File: src/rtl/seldemux_buf.sv
// One-entry selection demultiplexer: a single word fanned out to none, A, B or both.
// Latency: one cycle from accept to a_valid/b_valid; dropped words are counted, not held.
// Backpressure: in_ready is low while a routed word is pending; A and B drain independently.
module seldemux_buf #(
  parameter int WIDTH = 8
) (
  input  logic             clk,
  input  logic             rst,
  input  logic [WIDTH-1:0] d,
  input  logic             sa,
  input  logic             sb,
  input  logic             in_valid,
  output logic             in_ready,
  output logic [WIDTH-1:0] qa,
  output logic             a_valid,
  input  logic             a_ready,
  output logic [WIDTH-1:0] qb,
  output logic             b_valid,
  input  logic             b_ready,
  output logic [7:0]       drop_cnt
);

  typedef enum logic {
    EMPTY = 1'b0,
    HOLD  = 1'b1
  } state_t;

  state_t           state;
  state_t           state_nxt;
  logic             pa;
  logic             pa_nxt;
  logic             pb;
  logic             pb_nxt;
  logic [WIDTH-1:0] data_r;
  logic [7:0]       drop_r;
  logic             accept;
  logic             drop;

  // Ready comes straight from the state register so upstream never sees a
  // combinational path through this block.
  assign in_ready = (state == EMPTY);
  assign accept   = in_valid & in_ready;
  assign drop     = accept & ~sa & ~sb;

  // Both destinations see the same held word; the pending flags say who still wants it.
  assign qa       = data_r;
  assign qb       = data_r;
  assign a_valid  = pa;
  assign b_valid  = pb;
  assign drop_cnt = drop_r;

  // Next-state and pending-flag logic. A HOLD with no pending flag left
  // (including any illegal encoding) always falls back to EMPTY.
  always_comb begin
    state_nxt = state;
    pa_nxt    = pa;
    pb_nxt    = pb;
    case (state)
      EMPTY: begin
        pa_nxt = 1'b0;
        pb_nxt = 1'b0;
        if (accept) begin
          pa_nxt = sa;
          pb_nxt = sb;
          if (sa | sb) begin
            state_nxt = HOLD;
          end
        end
      end
      HOLD: begin
        if (pa && a_ready) begin
          pa_nxt = 1'b0;
        end
        if (pb && b_ready) begin
          pb_nxt = 1'b0;
        end
        if (!pa_nxt && !pb_nxt) begin
          state_nxt = EMPTY;
        end
      end
    endcase
  end

  // State and pending flags; reset abandons any pending word.
  always_ff @(posedge clk or posedge rst) begin
    if (rst) begin
      state <= EMPTY;
      pa    <= 1'b0;
      pb    <= 1'b0;
    end else begin
      state <= state_nxt;
      pa    <= pa_nxt;
      pb    <= pb_nxt;
    end
  end

  // Data register loads only on accept, which can only happen in EMPTY,
  // so the word is frozen for the whole HOLD period.
  always_ff @(posedge clk or posedge rst) begin
    if (rst) begin
      data_r <= '0;
    end else if (accept) begin
      data_r <= d;
    end
  end

  // Saturating count of words accepted with no destination selected.
  always_ff @(posedge clk or posedge rst) begin
    if (rst) begin
      drop_r <= 8'd0;
    end else if (drop && (drop_r != 8'hFF)) begin
      drop_r <= drop_r + 8'd1;
    end
  end

endmodule

File: config.mk
export PLATFORM = sky130hd
export DESIGN_NAME = seldemux_buf
export DESIGN_NICKNAME = d
export VERILOG_FILES = /design/src/rtl/seldemux_buf.sv
export SDC_FILE = /design/constraint.sdc
export NUM_CORES = 1
export LEC_CHECK = 0
export CAP_MARGIN = 25
export CORE_ASPECT_RATIO = 1.5
export CORE_UTILIZATION = 30
export CTS_CLUSTER_SIZE = 40
export DETAILED_ROUTE_END_ITERATION = 8
export PLACE_DENSITY = 0.71
export SYNTH_ARGS = -nofsm -noshare
export SYNTH_HDL_FRONTEND = slang
export SYNTH_SLANG_ARGS = --single-unit
File: constraint.sdc
create_clock -name clk -period 3.3 [get_ports clk]
set_clock_uncertainty 0.1 [all_clocks]
set_input_delay 0.66 -clock clk [delete_from_list [all_inputs] [get_ports clk]]
set_output_delay 0.66 -clock clk [all_outputs]
set_load 0.005 [all_outputs]
==> results by group, run 1 <==
Placement
  – Pre-CTS WS: 834 ps
  – Gpl congestion: 0.761
  – Port Buffer Count: 41
  – Placed cell area: 1300 sq um
  – Hpwl dp: 1.61 mm
  – Placed insts: 148

Timing
  – Crit path time final: 2210 ps
  – Max Slew Vio Count: 0
  – Slew @ Worst Pin: 706 ps
  – Worst rel slew slack: 52.9%
  – Fin crit share: 66.9%
  – Final setup viols: 0
  – FMAX: 453 MHz
  – RSZ-0062 raised after global routing: no
  – Worst setup margin: 1090 ps
  – Setup TNS: 0 ps
  – Final Hold Fails: 0
  – Fin Hold WS: 429 ps

Final layout
  – Non-filler cells, final: 152
  – Area Growth Syn to Fin: 48.8%
  – N_diodes: 0
  – Share of cells above drive strength 1: 15.0%
  – Commonest non-fill, non-tap cell in the layout: clkdlybuf4s50_1
  – Layout net count: 130
  – Most frequent cells in the layout: 41 x clkdlybuf4s50_1, 19 x dfrtp_1, 10 x mux2_2
  – Fin area: 1340 sq um
  – Layout filler cell count: 294

Detailed routing
  – Final ANT Viol Nets: 0
  – WL per Instance: 13.1 um
  – Drt pass-1 iters: 4
  – Vias: 737
  – Via density: 4.85
  – Final Routed Wirelength: 1.99 mm
  – Detailed router's first-iteration violation count: 20
  – DRC: 0

GRT
  – Gr ovfl total: 0
  – Vias in the first global route: 725
  – Pin count of the biggest net entering global routing: 20
  – Total GRT Usage: 13.4%
  – Initial antenna violation count: 0
  – First-pass GRT wire length: 3.14 mm

Yosys
  – Synth Area in Compound Gates: 7.34%
  – Post-synthesis mux area share: 13.6%
  – Post-Synthesis Cells: 77
  – Largest family of logic cells by synthesized area: multiplexers
  – Simple-Gate Fraction of Synth Area: 13.4%
  – FF+latch count, synth: 19
  – Synth Area in Adders: 1.39%
  – Synthesized area per cell: 11.7 sq um
  – Synth cell types: 26
  – Register area share after synthesis: 52.6%
  – Syn nets: 93
  – Synthesized area: 903 sq um
  – Yosys warns: 0
  – XOR/XNOR share of the synthesized area: 2.91%

Die
  – Die width: 46.8 um
  – Core footprint: 2880 sq um
  – Top Ports: 42
  – Starting Density: 31.3%
  – Die Footprint: 3240 sq um
  – Die Ht: 69.2 um
  – Rows: 24

Worst setup path
  – Worst reg2reg startpoint: state
  – R2R depth: 3
  – Crit path launch type: primary input
  – Reg2reg end: drop_cnt[5]
  – Worst setup EP type: flop
  – Worst Path Arrival: 2250 ps
  – R2R setup slack: 1490 ps
  – Crit path required time: 3340 ps
  – Kind of critical path: primary input to flop
  – Max Fanout on Critical Path: 5

Clock tree
  – Worst-Skew Late Latency: 250 ps
  – CTS Buf Count: 3
  – CTS sink cnt: 19
  – Clock Root Buffer: clkbuf_8
  – Worst-case clock buffer depth: 2
  – Post-CTS sizing: 0
  – Buffer count from post-CTS setup fixing: 0
  – # hold bufs at CTS: 0
  – H-tree levels: 1
  – CTS tree: built
  – Worst-path clk slew: 70 ps

Power
  – Clock group share of total power: 20.5%
  – Peak supply drop: 0.000221 V
  – Comb pwr share: 34.8%
  – Share of power burned in registers: 44.8%
  – Pwr/cell area: 576 nW/um^2
  – LEAKAGE: 0.547 nW
  – Pint: 556 uW
  – Sw power: 219 uW
  – Sw frac: 28.2%

Hold path
  – Worst hold path type: flop to flop
  – Hold worst-path end: qa[2]
  – Hold path depth: 1
  – Min-Delay Startpoint: qa[2]

Run status
  – Run status: finished, final reports clean

Job
  – Max_cap viols: 0
layout make-up:
| class | instances | area (sq um) | share of cell area (%) |
|---|---|---|---|
| Sequential cell | 19 | 475 | 35.4 |
| Timing Repair Buffer | 41 | 410 | 30.5 |
| Multi-Input combinational cell | 45 | 349 | 26.0 |
| Tap cell | 39 | 48.8 | 3.63 |
| Clock buffer | 4 | 45.0 | 3.35 |
| Inverter | 4 | 15.0 | 1.12 |
kinds of logic (layout without fill, tap and decap cells):
| family | count (synthesis) | count (layout) |
|---|---|---|
| AND/OR/NAND/NOR | 20 | 20 |
| buffers and inverters | 13 | 49 |
| multiplexers | 11 | 11 |
| flip-flops | 19 | 19 |
| XOR/XNOR | 3 | 3 |
| AO/OA/AOI/OAI | 10 | 10 |
| adder cells (fa/ha/maj) | 1 | 1 |
flip-flops by register name, summed over array words and instances, names as in the netlist:
register	flops
drop_cnt	8
qa	8
a_valid	1
b_valid	1
state	1
metrics by stage:
stage	util, %	total power [mW]
after floorplan	-	0.461
after global placement	45.1	0.613
after detailed placement	45.1	0.623
after CTS	46.6	0.787
after global routing	46.6	0.827
final	46.6	0.775
critical path: stages:
cell and delay [ps]:
clkdlybuf4s50_1 440, or4b_4 570, nor3_1 210, mux2_2 350
per-layer routing:
| layer | part of all wire [%] | wire length [um] | up-vias | track usage [%] |
|---|---|---|---|---|
| li1 | - | - | 338 | - |
| met4 | 0.95 | 19 | 0 | 5.71 |
| met1 | 34 | 680 | 359 | 13.2 |
| met2 | 55 | 1090 | 38 | 24.4 |
| met5 | 0 | 0 | - | 0 |
| met3 | 10 | 201 | 2 | 3.39 |
power groups by stage:
stage / logic (mW) / registers (mW) / clock network, mW
4_1_cts: 0.274 / 0.347 / 0.165
5_1_grt: 0.297 / 0.355 / 0.175
3_3_place_gp: 0.267 / 0.346 / 0
2_1_floorplan: 0.116 / 0.345 / 0
3_5_place_dp: 0.272 / 0.351 / 0
6_report: 0.269 / 0.347 / 0.159
how the worst max path moves through the flow:
stage	startpoint	endpoint	slack, ps	depth (start not counted)
after floorplan	sa	drop_cnt[5]	1340	3
after global placement	sa	drop_cnt[5]	840	4
after detailed placement	sa	drop_cnt[5]	830	4
after CTS	sa	drop_cnt[5]	1100	4
after global routing	sa	drop_cnt[1]	1000	4
final	sa	drop_cnt[5]	1090	4
synth_stat cells:
library cell,number,area (sq um)
mux2i_1,1,10.0
ha_1,1,12.5
nand4_1,1,6.26
xnor2_1,1,8.76
xor2_1,2,17.5
and3_2,1,7.51
nand3_1,3,15.0
dfrtp_1,19,475
nor4b_1,1,8.76
nor3_1,2,10.0
clkbuf_1,1,3.75
a2bb2oi_1,1,8.76
and4_1,1,8.76
nor4_2,1,12.5
a41oi_1,2,17.5
or4b_4,1,13.8
o21ai_0,3,15.0
nand2_1,6,22.5
inv_1,4,15.0
nor2_1,2,7.51
buf_4,8,60.1
o211ai_1,1,7.51
and2b_2,1,8.76
a21oi_1,2,10.0
a211oi_1,1,7.51
mux2_2,10,113
Note: power is estimated with default switching activity, not from simulation.
==> inputs of run 2 (changes only) <==
Settings changed: PLACE_DENSITY 0.71 to 0.73.
Clock period 3.3 ns to 2 ns, I/O delays scaled along.
==> results by group, run 2 (synthesized netlist as in run 1, its figures left out) <==
Final layout
  – Fin area: 1400 sq um
  – Commonest non-fill, non-tap cell in the layout: clkdlybuf4s50_1
  – Layout net count: 137
  – N_diodes: 0
  – Share of cells above drive strength 1: 21.7%
  – Most frequent cells in the layout: 41 x clkdlybuf4s50_1, 19 x dfrtp_1, 10 x mux2_2
  – Area Growth Syn to Fin: 55.3%

Timing
  – FMAX: 516 MHz
  – RSZ-0062 raised after global routing: no
  – Final Hold Fails: 0
  – Fin crit share: 96.8%
  – Crit path time final: 1940 ps
  – Worst rel slew slack: 74.9%
  – Slew @ Worst Pin: 375 ps
  – Final setup viols: 0
  – Max Slew Vio Count: 0
  – Worst setup margin: 63.9 ps

Run status
  – Run status: finished, final reports clean

Worst setup path
  – Worst Path Arrival: 1990 ps
  – Kind of critical path: primary input to flop
  – Worst reg2reg startpoint: state
  – Crit path launch type: primary input
  – Worst setup EP type: flop
  – Worst setup startpoint: in_valid
  – R2R setup slack: 170 ps
  – Crit path required time: 2050 ps
  – Max Fanout on Critical Path: 4

Detailed routing
  – Vias: 773
  – Via density: 4.86
  – WL per Instance: 13.3 um
  – Final ANT Viol Nets: 0
  – DRC: 0
  – Detailed router's first-iteration violation count: 3
  – Final Routed Wirelength: 2.11 mm
  – Drt pass-1 iters: 4

Placement
  – Gpl congestion: 0.751
  – Hpwl dp: 1.65 mm
  – Pre-CTS WS: -196 ps
  – Port Buffer Count: 41
  – Placed cell area: 1350 sq um

Job
  – Max_cap viols: 0

GRT
  – Total GRT Usage: 14.7%
  – Vias in the first global route: 804
  – Pin count of the biggest net entering global routing: 20
  – Initial antenna violation count: 0
  – Gr ovfl total: 0
  – First-pass GRT wire length: 3.46 mm

Clock tree
  – CTS sink cnt: 19
  – Post-CTS sizing: 0
  – CTS tree: built
  – H-tree levels: 1
  – CTS Buf Count: 3
  – Worst-Skew Late Latency: 260 ps
  – Worst-case clock buffer depth: 2
  – Buffer count from post-CTS setup fixing: 0
  – Worst-path clk slew: 70 ps
  – # hold bufs at CTS: 0
  – Clock Root Buffer: clkbuf_8

Die
  – Top Ports: 42
  – Die Ht: 69.2 um
  – Starting Density: 31.3%
  – Die width: 46.8 um
  – Die Footprint: 3240 sq um
  – Core footprint: 2880 sq um
  – Rows: 24

Power
  – LEAKAGE: 0.583 nW
  – Peak supply drop: 0.000389 V
  – Pwr/cell area: 929 nW/um^2

Hold path
  – Worst hold path type: primary input to async pin
[run 2: changes by cell type in the layout (fill, tap and decap cells not counted), sizes merged]
cell,delta
clkbuf,-1
clkinv,+1
buf,+7
[run 2: worst paths after layout]
| kind | end | cells past startpoint |
|---|---|---|
| max reg2reg | drop_cnt[5] | 3 |
| max | drop_cnt[5] | 4 |
| min in group clk | qa[1] | 1 |
| min | qa[6] | 3 |
| min reg2reg | qa[1] | 1 |
| max in group asynchronous | drop_cnt[1] | 3 |
[run 2: worst max-delay path: stages]
cell	delay [ps]
clkdlybuf4s50_1	490
or4b_4	500
nor3_1	250
mux2_2	350
[run 2: cell type report]
| type | count | area (sq um) |
|---|---|---|
| Fill cell | 287 | 1480 |
| Clock inverter | 1 | 5.00 |
| Multi-Input combinational cell | 45 | 354 |
| Timing Repair Buffer | 48 | 463 |
| Sequential cell | 19 | 475 |
| Clock buffer | 3 | 41.3 |
| Inverter | 4 | 15.0 |
| Tap cell | 39 | 48.8 |
[run 2: through the flow]
stage                     util [%]  hold slack (ps)  setup TNS [ps]  power, mW  cells
final                         48.7              367               0       1.30    159
after global routing          48.7              400               0       1.39    159
after CTS                     48.5              375               0       1.32    159
after detailed placement      46.9              428            -871       1.04    155
after global placement        46.9              412            -790       1.02    155
after floorplan                  -              251               0      0.761     77
[run 2: per-layer routing]
metal,global-route usage (%),vias up,wire length [um]
li1,-,353,-
met1,15.0,366,819
met2,24.7,47,1020
met3,3.91,7,208
met4,9.21,0,69
met5,0,-,0
[run 2: where the power goes]
group | switching [mW] | total, mW | internal, mW
clock | 0.133 | 0.271 | 0.139
combinational | 0.145 | 0.460 | 0.314
sequential | 0.102 | 0.573 | 0.470
total | 0.380 | 1.30 | 0.923
